**config.mk**
```make
export PLATFORM = sky130hd
export DESIGN_NAME = mac8_feeder
export DESIGN_NICKNAME = d
export VERILOG_FILES = /design/src/rtl/mac8_pkg.sv /design/src/rtl/sync_fifo_sa.sv /design/src/rtl/mac8_feeder.sv
export SDC_FILE = /design/constraint.sdc
export NUM_CORES = 1
export LEC_CHECK = 0
export CAP_MARGIN = 10
export CORE_MARGIN = 2
export CORE_UTILIZATION = 60
export CTS_BUF_LIST = sky130_fd_sc_hd__clkbuf_16
export CTS_CLUSTER_SIZE = 40
export DETAILED_ROUTE_END_ITERATION = 12
export PLACE_DENSITY = 0.78
export SYNTH_ARGS = -nofsm -noshare
export SYNTH_HDL_FRONTEND = slang
export SYNTH_SLANG_ARGS = --single-unit
```
**constraint.sdc**
```tcl
create_clock -name clk -period 4.63 [get_ports clk]
set_input_delay 1.389 -clock clk [delete_from_list [all_inputs] [get_ports clk]]
set_output_delay 1.389 -clock clk [all_outputs]
set_load 0.05 [all_outputs]
```
**src/rtl/mac8_pkg.sv**
```systemverilog
// Shared types and default sizing for the MAC8 operand feeder.
package mac8_pkg;

    localparam int DEF_DATA_WIDTH = 8;
    localparam int DEF_N          = 8;

    typedef enum logic [2:0] {
        IDLE,
        CLR,
        STREAM,
        DRAIN,
        DONE
    } feeder_state_t;

    typedef logic [DEF_DATA_WIDTH-1:0] operand_t;

endpackage

```
**src/rtl/sync_fifo_sa.sv**
```systemverilog
// Show-ahead synchronous FIFO: dout presents the head entry combinationally, 0 when empty.
module sync_fifo_sa #(
    parameter  int WIDTH = 8,
    parameter  int DEPTH = 8,
    localparam int PTR_W = (DEPTH > 1) ? $clog2(DEPTH) : 1,
    localparam int CNT_W = $clog2(DEPTH + 1)
) (
    input  logic             clk,
    input  logic             rst_n,
    input  logic             push,
    input  logic             pop,
    input  logic [WIDTH-1:0] din,
    output logic [WIDTH-1:0] dout,
    output logic             full,
    output logic             empty,
    output logic [CNT_W-1:0] count
);

    logic [WIDTH-1:0] mem [DEPTH];
    logic [PTR_W-1:0] wr_ptr_reg;
    logic [PTR_W-1:0] rd_ptr_reg;
    logic [CNT_W-1:0] count_reg;
    logic             do_push;
    logic             do_pop;

    function automatic logic [PTR_W-1:0] ptr_inc(input logic [PTR_W-1:0] p);
        return (p == PTR_W'(DEPTH - 1)) ? '0 : p + 1'b1;
    endfunction

    assign full    = (count_reg == CNT_W'(DEPTH));
    assign empty   = (count_reg == '0);
    assign count   = count_reg;
    assign do_pop  = pop && !empty;
    // A pop on the same cycle as a push wins; the push is discarded.
    assign do_push = push && !full && !do_pop;
    assign dout    = empty ? '0 : mem[rd_ptr_reg];

    always_ff @(posedge clk) begin
        if (do_push) begin
            mem[wr_ptr_reg] <= din;
        end
    end

    always_ff @(posedge clk or negedge rst_n) begin
        if (!rst_n) begin
            wr_ptr_reg <= '0;
            rd_ptr_reg <= '0;
            count_reg  <= '0;
        end else begin
            if (do_push) begin
                wr_ptr_reg <= ptr_inc(wr_ptr_reg);
                count_reg  <= count_reg + 1'b1;
            end
            if (do_pop) begin
                rd_ptr_reg <= ptr_inc(rd_ptr_reg);
                count_reg  <= count_reg - 1'b1;
            end
        end
    end

endmodule

```
**src/rtl/mac8_feeder.sv**
```systemverilog
// Operand sequencer for the 8-lane systolic MAC array: buffers A lanes and the B vector,
// then issues clear, streams B into stage 0 and pops A lanes on the array's pipelined enables.
module mac8_feeder
    import mac8_pkg::*;
#(
    parameter int DATA_WIDTH = DEF_DATA_WIDTH,
    parameter int N          = DEF_N,
    parameter int SEL_W      = $clog2(N + 1)
) (
    input  logic                  clk,
    input  logic                  rst_n,
    input  logic                  wr_en,
    input  logic [SEL_W-1:0]      wr_sel,
    input  logic [DATA_WIDTH-1:0] wr_data,
    input  logic                  start,
    output logic                  ready,
    output logic                  busy,
    output logic                  done,
    output logic                  err,
    output logic                  En_in,
    output logic                  Clr_in,
    output logic [DATA_WIDTH-1:0] b_in,
    output logic [DATA_WIDTH-1:0] a_in [0:N-1],
    input  logic [N-1:0]          en_out
);

    localparam int CNT_W = $clog2(N + 1);

    feeder_state_t         state_reg;
    logic [CNT_W-1:0]      issued_reg;

    logic [N-1:0]          lane_full;
    logic [N-1:0]          lane_empty;
    logic [N-1:0]          lane_at_n;
    logic [CNT_W-1:0]      lane_count [0:N-1];
    logic                  b_full;
    logic                  b_empty;
    logic [CNT_W-1:0]      b_count;
    logic [DATA_WIDTH-1:0] b_head;
    logic                  b_pop;

    logic                  wr_ok;
    logic [N:0]            wr_drop;
    logic                  wr_err;
    logic                  pop_err;

    assign busy    = (state_reg != IDLE);
    assign ready   = (state_reg == IDLE) && (&lane_at_n) && (b_count == CNT_W'(N));
    assign wr_ok   = wr_en && (state_reg == IDLE);
    assign b_pop   = !b_empty && ((state_reg == CLR) ||
                     ((state_reg == STREAM) && (issued_reg != CNT_W'(N))));
    assign wr_err  = wr_en && (busy || (wr_sel > SEL_W'(N)) || (|wr_drop));
    assign pop_err = |(en_out & lane_empty);

    genvar gi;
    generate
        for (gi = 0; gi < N; gi++) begin : gen_lane
            assign lane_at_n[gi] = (lane_count[gi] == CNT_W'(N));
            assign wr_drop[gi]   = (wr_sel == SEL_W'(gi)) && (lane_full[gi] || en_out[gi]);

            sync_fifo_sa #(
                .WIDTH (DATA_WIDTH),
                .DEPTH (N)
            ) u_fifo (
                .clk   (clk),
                .rst_n (rst_n),
                .push  (wr_ok && (wr_sel == SEL_W'(gi))),
                .pop   (en_out[gi]),
                .din   (wr_data),
                .dout  (a_in[gi]),
                .full  (lane_full[gi]),
                .empty (lane_empty[gi]),
                .count (lane_count[gi])
            );
        end
    endgenerate

    assign wr_drop[N] = (wr_sel == SEL_W'(N)) && (b_full || b_pop);

    sync_fifo_sa #(
        .WIDTH (DATA_WIDTH),
        .DEPTH (N)
    ) u_b_fifo (
        .clk   (clk),
        .rst_n (rst_n),
        .push  (wr_ok && (wr_sel == SEL_W'(N))),
        .pop   (b_pop),
        .din   (wr_data),
        .dout  (b_head),
        .full  (b_full),
        .empty (b_empty),
        .count (b_count)
    );

    // Outputs are registered on the edge that enters each state, so En_in/Clr_in/done
    // line up exactly with the state they belong to.
    always_ff @(posedge clk or negedge rst_n) begin
        if (!rst_n) begin
            state_reg  <= IDLE;
            issued_reg <= '0;
            En_in      <= 1'b0;
            Clr_in     <= 1'b0;
            b_in       <= '0;
            done       <= 1'b0;
            err        <= 1'b0;
        end else begin
            if (wr_err || pop_err) begin
                err <= 1'b1;
            end
            case (state_reg)
                IDLE: begin
                    if (start && ready) begin
                        state_reg <= CLR;
                        Clr_in    <= 1'b1;
                    end
                end
                CLR: begin
                    state_reg  <= STREAM;
                    Clr_in     <= 1'b0;
                    En_in      <= 1'b1;
                    b_in       <= b_head;
                    issued_reg <= CNT_W'(1);
                end
                STREAM: begin
                    if (issued_reg == CNT_W'(N)) begin
                        state_reg <= DRAIN;
                        En_in     <= 1'b0;
                    end else begin
                        b_in       <= b_head;
                        issued_reg <= issued_reg + 1'b1;
                    end
                end
                DRAIN: begin
                    if (en_out == '0) begin
                        state_reg <= DONE;
                        done      <= 1'b1;
                    end
                end
                DONE: begin
                    state_reg <= IDLE;
                    done      <= 1'b0;
                end
                default: state_reg <= IDLE;
            endcase
        end
    end

endmodule

```
==> summary by stage, run 1 <==
Logic synthesis
In this run, synthesis produced a sequential element count of between 600 and 700. In the synthesized netlist, the number of instances is roughly 1600. The mapped netlist covers 28700 um^2.

Ranked by total cell area, the synthesized netlist is headed by edfxtp_1 (60%), mux4_2 (11%), dfrtp_1 (9.5%), mux2i_1 (3.1%), ha_1 (2.4%). The biggest area contributor in the post-synthesis netlist is edfxtp_1. Of the post-synthesis cell area, the dominant cell type holds 0.602.

The sequential element share of the synthesized area is 0.697. Counting distinct cell types in the post-synthesis netlist gives 60. The synthesis warning total is 0. The count of flip-flops with a built-in enable after synthesis is approximately 580. The average instance in the mapped netlist occupies roughly 18 um^2. Synthesis produced a netlist with a net count of 1680. The main flop type after synthesis is edfxtp_1.

After synthesis, the share of flip-flops with an asynchronous set or reset is 0.159.

Global routing
The number of antenna violations at the first check in global routing was 7. The met3 capacity usage during global routing is 0.0446. The total global-route track usage is 0.239. met2 is the most crowded layer. For this run, global-route usage on met2 was measured as 0.401. The first-pass GRT wire length is roughly 89000 um.

The number of global-route vias before repair was about 15000. The leftover overflow at the end of global routing is 0. For this run, global-route usage on met1 was measured as 0.321. Entering global routing, the biggest net connects 74 pins.

Detailed routing
The remaining number of nets flagged by the antenna check after routing is 0. In the routed design, unresolved DRC markers number 0. The total routed wirelength is ~57000 um.

For this block, the initial DRC count from the detailed router was about 1500. After detailed routing, the number of vias per cell comes to slightly above 6. The number of search-and-repair iterations in the first detailed-routing pass is 5. The total number of vias is 14745. The routed length per placed instance is ~24 um.

Critical path
The data arrival time at the worst-slack endpoint is a little over 3 ns. The top fanout value on the critical path is 6. The worst setup path is launched from a register.

The data required time at the worst endpoint is 3.24 ns. The type of the worst setup path is register to output pin. The worst setup path is captured at an output pin.

Floorplanning
The number of core rows is 80. The chip width is approximately 220 um. In this run the count of I/O pins placed on the die edge is about 100. The overall die area is slightly below 50000 um^2. The initial core utilization is 0.605. The die is roughly 220 um tall.

The core box area is about 47000 um^2.

Power and ir drop
The worst voltage drop across the vdd grid is 680 uV. The leakage power of the design is approximately 0.012 uW. The post-layout total power is 19600 uW. Dividing total power by cell area gives a power density of roughly 600 nW/um^2.

CTS
The number of buffers inserted by hold repair at cts is 0. The clock tree synthesis step divided the H-tree into 3 levels. The TritonCTS clock tree is built. For this design, the sink count on the clock tree is between 600 and 700.

After clock tree synthesis, the clock-pin slew on the worst setup and hold paths is ~0.06 ns. For the worst-skew pair, the clock arrives at the later sink with an insertion delay of between 0.5 and 0.6 ns. Buffers inserted during clock tree synthesis total slightly below 70. The number of setup buffers added after CTS is 0. The number of buffers between clock root and the deepest sink is 3. The master cell of the clock root buffer is clkbuf_16. After clock tree synthesis, the repair step resized 0 gates.

STA
The max-slew violation total from the final report is 0. The setup total negative slack is 0 ns. The final hold violation count came to 0. The maximum clock skew at final layout is around 0.014 ns. Setup repair after global routing left no endpoint under its margin.

At the pin with the least slew margin, the transition time is around 1.2 ns. The final critical path time including I/O delays and setup is around 4.4 ns. The number of endpoints failing setup at the final stage is 0.

Derived from the worst setup path, the maximum achievable clock frequency is between 0.2 and 0.25 GHz. The fraction of the cycle the final worst path needs is 0.954. Measured against its own limit, the worst slew margin works out to 0.202.

Placed design
The cell area after placement is between 30000 and 40000 um^2. The placed wire-length estimate after detailed placement is between 30000 and 40000 um. The count of buffers added on input and output ports is about 100. The weighted congestion at the end of routability-driven global placement is about 0.84.

Job
The max-capacitance violation count is 0.

Layout
The fraction of layout cells with a size suffix above 1 is 0.205. The synthesis-to-layout area growth is 14.0%. The final net count is between 1500 and 2000. The total non-filler cell area in the finished layout is 32700 um^2. The flip-flop count of the largest register after layout is ~510.

Worst hold path
The tightest min-delay check is of the register to register type.

Run status
The run finished with clean final reports.
worst paths after layout:
kind	start	endpoint	slack [ns]	depth (start not counted)
min	b_in[2]$_DFFE_PN0P_	b_in[2]$_DFFE_PN0P_	0.49	2
max	gen_lane[0].u_fifo.count[0]$_DFFE_PN0P_	ready	0.21	5
min in group asynchronous	rst_n	gen_lane[0].u_fifo.wr_ptr_reg[2]$_DFFE_PN0P_	0.97	1
max reg2reg	gen_lane[1].u_fifo.count[0]$_DFFE_PN0P_	gen_lane[1].u_fifo.mem[7][5]$_DFFE_PP_	1.41	5
max in group asynchronous	rst_n	gen_lane[4].u_fifo.rd_ptr_reg[1]$_DFFE_PN0P_	2.75	2
min reg2reg	b_in[2]$_DFFE_PN0P_	b_in[2]$_DFFE_PN0P_	0.49	2
logic make-up after synthesis:
group,Yosys count,synth area share
xor+xnor,29,0.00885
compound gates,95,0.0238
fa+ha+maj,65,0.0307
buf+inv,105,0.0179
simple gates,363,0.0711
flops,685,0.697
mux,249,0.150
layout by cell type, fill, tap and decap left out, drive strengths merged, types with 3 or more instances in the layout:
cell / n
a21oi: 15
a21o: 22
fa: 9
mux2: 15
nor4: 13
nand3: 5
dfrtp: 109
and3: 3
nor3b: 4
o21ai: 36
or2: 7
clkbuf: 73
a31oi: 7
nor3: 52
nand2b: 42
mux2i: 90
o31ai: 3
bufinv: 3
nor4b: 10
xor2: 18
a22oi: 3
clkdlybuf4s50: 92
nor2: 123
xnor2: 11
buf: 75
mux4: 144
clkinv: 24
clkinvlp: 4
nand2: 84
edfxtp: 576
nand4: 10
inv: 59
diode: 6
ha: 56
cells in the mapped netlist, drive strengths merged, types with 2 or more instances:
cell type / count
a211oi: 2
a21o: 22
a21oi: 15
a22oi: 3
a31oi: 7
and2b: 2
and3: 3
buf: 48
clkbuf: 18
dfrtp: 109
edfxtp: 576
fa: 9
ha: 56
inv: 39
mux2: 15
mux2i: 90
mux4: 144
nand2: 84
nand2b: 42
nand3: 5
nand4: 10
nor2: 123
nor2b: 2
nor3: 52
nor3b: 4
nor4: 13
nor4b: 10
o211ai: 2
o21ai: 36
o31ai: 3
or2: 7
or3: 2
xnor2: 11
xor2: 18
power breakdown:
part           switching (uW)  leakage (uW)  internal [uW]
logic                    3700       0.00403           2810
registers                 815       0.00653           7010
clock network            2250       0.00111           3020
stage by stage:
stage | util | cells | worst slack [ns] | hold slack [ns]
final | 0.690 | 2437 | 0.213 | 0.486
after global routing | 0.690 | 2431 | 0.0853 | 0.505
after CTS | 0.690 | 2431 | 0.187 | 0.487
after detailed placement | 0.644 | 2307 | 0.503 | 0.473
after global placement | 0.644 | 2307 | 0.584 | 0.471
after floorplan | - | 1591 | 1.03 | 0.474
worst max-delay path, stage by stage (launching register included):
cell and delay [ns]:
dfrtp_1 0.46, nor4b_1 0.57, nand4_1 0.19, nor3_1 0.22, buf_4 0.18, clkdlybuf4s50_1 0.80
cell type report:
class	instances	area, um^2
Antenna cell	6	15.0
Fill cell	3018	14700
Inverter	39	146
Clock inverter	51	319
Timing Repair Buffer	167	1460
Multi-Input combinational cell	801	8170
Clock buffer	73	1830
Sequential cell	685	20000
Tap cell	615	769
per-layer routing:
layer  vias to the layer above  part of all wire
met2                       478              0.51
met1                      7587              0.41
met5                         -           0.00052
met3                        95             0.060
met4                         6             0.024
li1                       6579                 -
Note: power is estimated with default switching activity, not from simulation.
==> inputs of run 2 (changes only) <==
--- a/config.mk
+++ b/config.mk
@@ -8,10 +8,10 @@
 export CAP_MARGIN = 10
 export CORE_MARGIN = 2
 export CORE_UTILIZATION = 60
-export CTS_BUF_LIST = sky130_fd_sc_hd__clkbuf_16
 export CTS_CLUSTER_SIZE = 40
 export DETAILED_ROUTE_END_ITERATION = 12
 export PLACE_DENSITY = 0.78
 export SYNTH_ARGS = -nofsm -noshare
 export SYNTH_HDL_FRONTEND = slang
 export SYNTH_SLANG_ARGS = --single-unit
+export TNS_END_PERCENT = 1
==> run 2 against run 1 <==
Against the previous run: worst setup slack lost 0.0030 ns; power grew 0.72%; maximum frequency is essentially flat; register-to-register slack is essentially flat; combinational power grew 0.9%; clock power grew 2%; first-iteration DRC count grew 3.4%; non-clock buffer count grew 1; sequential cell count is the same; global-route usage is essentially flat; largest cell class unchanged.
==> summary by stage, run 2 (synthesized netlist as in run 1, its figures left out) <==
Layout
The total non-filler cell area in the finished layout was 32800 um^2 (+0.20%). The final net count is 1853 (+0.054%). The non-filler instance count after layout is 2437 (unchanged). The flip-flop count of the largest register after layout is 512 (unchanged). Relative to the synthesized area, the layout overhead comes to 14.3%. The library cell used most frequently in the layout, excluding fill and tap cells, is edfxtp_1. The fraction of layout cells with a size suffix above 1 was 0.207 (+0.00209). In the layout the commonest cells are edfxtp_1 (576), mux4_2 (144), nor2_1 (122).

Critical path
The length in cells of the worst reg-to-reg path was 5 (unchanged). The top fanout value on the critical path was 6 (unchanged). The critical path is of the register to output pin type. The worst register-to-register path begins at gen_lane[1].u_fifo.count[0]$_DFFE_PN0P_. The worst register-to-register path ends at gen_lane[1].u_fifo.mem[7][5]$_DFFE_PP_. The critical path startpoint category is a register.

The critical path capture point type is an output pin. The data required time at the worst endpoint is 3.24 ns (about the same). The data arrival time at the worst-slack endpoint is 3.03 ns (about the same). The minimum setup slack among reg-to-reg paths came to 1.40 ns (about the same).

Floorplanning
The vertical die dimension is 223 um (unchanged). The number of top-level pins is 102 (unchanged). The core box area is 47400 um^2 (unchanged). The overall die area is 49600 um^2 (unchanged). The initial core utilization is 0.605 (unchanged). The number of core rows was 80 (unchanged). The chip width is 223 um (unchanged).

STA
The final hold violation count is 0 (unchanged). The maximum clock skew at final layout came to 0.0145 ns (+0.000667 ns). The final worst slack is 0.210 ns (-0.00299 ns). The remaining max-slew budget at the tightest pin is 0.192 (-0.0102). The maximum operating frequency is 0.226 GHz (about the same). The fraction of the cycle the final worst path needs was 0.955 (about the same). The setup total negative slack is 0 ns (unchanged). The final critical path time including I/O delays and setup is 4.42 ns (+0.00299 ns). The pin slew with the least headroom to its limit is 1.21 ns (+0.0153 ns).

The worst hold slack is 0.484 ns (-0.00154 ns). Setup repair after global routing left no endpoint under its margin. The number of endpoints failing setup at the final stage is 0 (unchanged). The max-slew violation total from the final report is 0 (unchanged).

CTS
The CTS buffer count is 69 (unchanged). The clock latency reported for the late side of the worst-skew pair came to 0.59 ns (about the same). The total clock sinks is 685 (unchanged). The number of buffers inserted by hold repair at cts is 0 (unchanged).

The post-cts gate resize count was 0 (unchanged). The clock-pin slew on the worst setup and hold paths is 0.06 ns (about the same). The buffer count from post-CTS setup fixing is 0 (unchanged). The total number of H-tree levels was 3 (unchanged).

Clock tree synthesis selected as its root buffer the cell clkbuf_16. The number of buffers between clock root and the deepest sink is 3 (unchanged). The TritonCTS clock tree is built.

Detailed routing
The met1 wire length came to 23500 um (+1.0%). The top layer reached by signal wires is met5. The routed length per placed instance is 23.6 um (+0.36%). The total routed wirelength was 57600 um (+0.36%). The detail-routed via count per cell is 6.03 (-0.27%).

The detailed route wirelength on metal3 came to 3390 um (-2.0%). The total number of vias is 14705 (-0.27%). The number of search-and-repair iterations in the first detailed-routing pass came to 5 (unchanged). The remaining number of nets flagged by the antenna check after routing came to 0 (unchanged). The post-detailed-route DRC marker count is 0 (unchanged). The number of DRC markers after the initial detailed-route iteration is 1501 (+3.4%). The total met2 wirelength after detailed routing is 29200 um (about the same).

Power and ir drop
The areal power density over the cells was 602 nW/um^2 (+0.52%). The worst voltage drop across the vdd grid is 681 uV (+0.13%). The leakage power of the design came to 0.0116 uW (-0.29%).

Global routing
The total global-route track usage was 0.239 (about the same). The number of global-route vias before repair is 15330 (+0.10%). The leftover overflow at the end of global routing is 0 (unchanged). The pin count of the biggest net entering global routing is 74 (unchanged). The number of antenna violations at the first check in global routing is 7 (unchanged).

The first-pass GRT wire length is 89000 um (about the same).

Placed design
The weighted congestion at the end of routability-driven global placement is 0.835 (unchanged). The pre-CTS worst setup slack is 0.503 ns (unchanged). The placed wire-length estimate after detailed placement came to 35700 um (unchanged). The post-placement cell count was 2307 (unchanged). The number of input and output port buffers inserted came to 101 (unchanged). The cell area after placement was 30600 um^2 (unchanged).

Worst hold path
The number of cells traversed by the worst hold path is 2 (unchanged). The worst min-delay path class is register to register. The critical hold path startpoint is b_in[2]$_DFFE_PN0P_. The worst hold path terminates at b_in[2]$_DFFE_PN0P_.

Run status
The flow ran to the end, and the final reports show no timing, DRC or antenna violations.

Job
The max-capacitance violation count came to 0 (unchanged).
## run 2: cell types whose count changed in the layout (fill, tap and decap cells not counted), sizes merged
cell,change
inv,-17
clkbuf,+20
clkinv,-3
buf,+1
diode,-1
## run 2: worst max path at each step
stage                                       startpoint                                endpoint  slack [ns]  depth (start not counted)
4_1_cts        gen_lane[0].u_fifo.count[0]$_DFFE_PN0P_                                   ready        0.19                          5
2_1_floorplan  gen_lane[3].u_fifo.count[0]$_DFFE_PN0P_                                   ready        1.03                          3
5_1_grt        gen_lane[0].u_fifo.count[0]$_DFFE_PN0P_                                   ready        0.09                          5
3_5_place_dp                                 wr_sel[3]  gen_lane[1].u_fifo.mem[5][5]$_DFFE_PP_        0.50                          6
3_3_place_gp                                 wr_sel[3]  gen_lane[0].u_fifo.mem[7][7]$_DFFE_PP_        0.58                          6
6_report       gen_lane[0].u_fifo.count[0]$_DFFE_PN0P_                                   ready        0.21                          5
## run 2: final cells by class
type                            instances  area, um^2
Clock buffer                           93        1940
Tap cell                              615         769
Multi-Input combinational cell        801        8170
Clock inverter                         31         244
Timing Repair Buffer                  168        1490
Sequential cell                       685       20000
Inverter                               39         146
Antenna cell                            5        12.5
Fill cell                            3005       14600
## run 2: worst max-delay path: stages, from the launching register on
cell,delay [ns]
dfrtp_1,0.46
nor4b_1,0.57
nand4_1,0.19
nor3_1,0.22
buf_4,0.18
clkdlybuf4s50_1,0.80
## run 2: report_power, final
| group | switching [uW] | total (uW) | internal [uW] |
|---|---|---|---|
| registers | 785 | 7800 | 7010 |
| logic | 3740 | 6580 | 2840 |
| clock network | 2250 | 5370 | 3120 |
| total | 6780 | 19800 | 13000 |
## run 2: metal layers
metal / global-route usage / vias to the layer above
met2: 0.403 / 439
met1: 0.320 / 7590
met5: 0 / -
li1: - / 6576
met4: 0.0766 / 6
met3: 0.0438 / 94
## run 2: per-stage QoR
stage               utilization  power (uW)
finish                    0.691       19800
CTS                       0.691       19900
floorplan                     -       12700
global route              0.691       20600
global placement          0.644       14400
detailed placement        0.644       14500
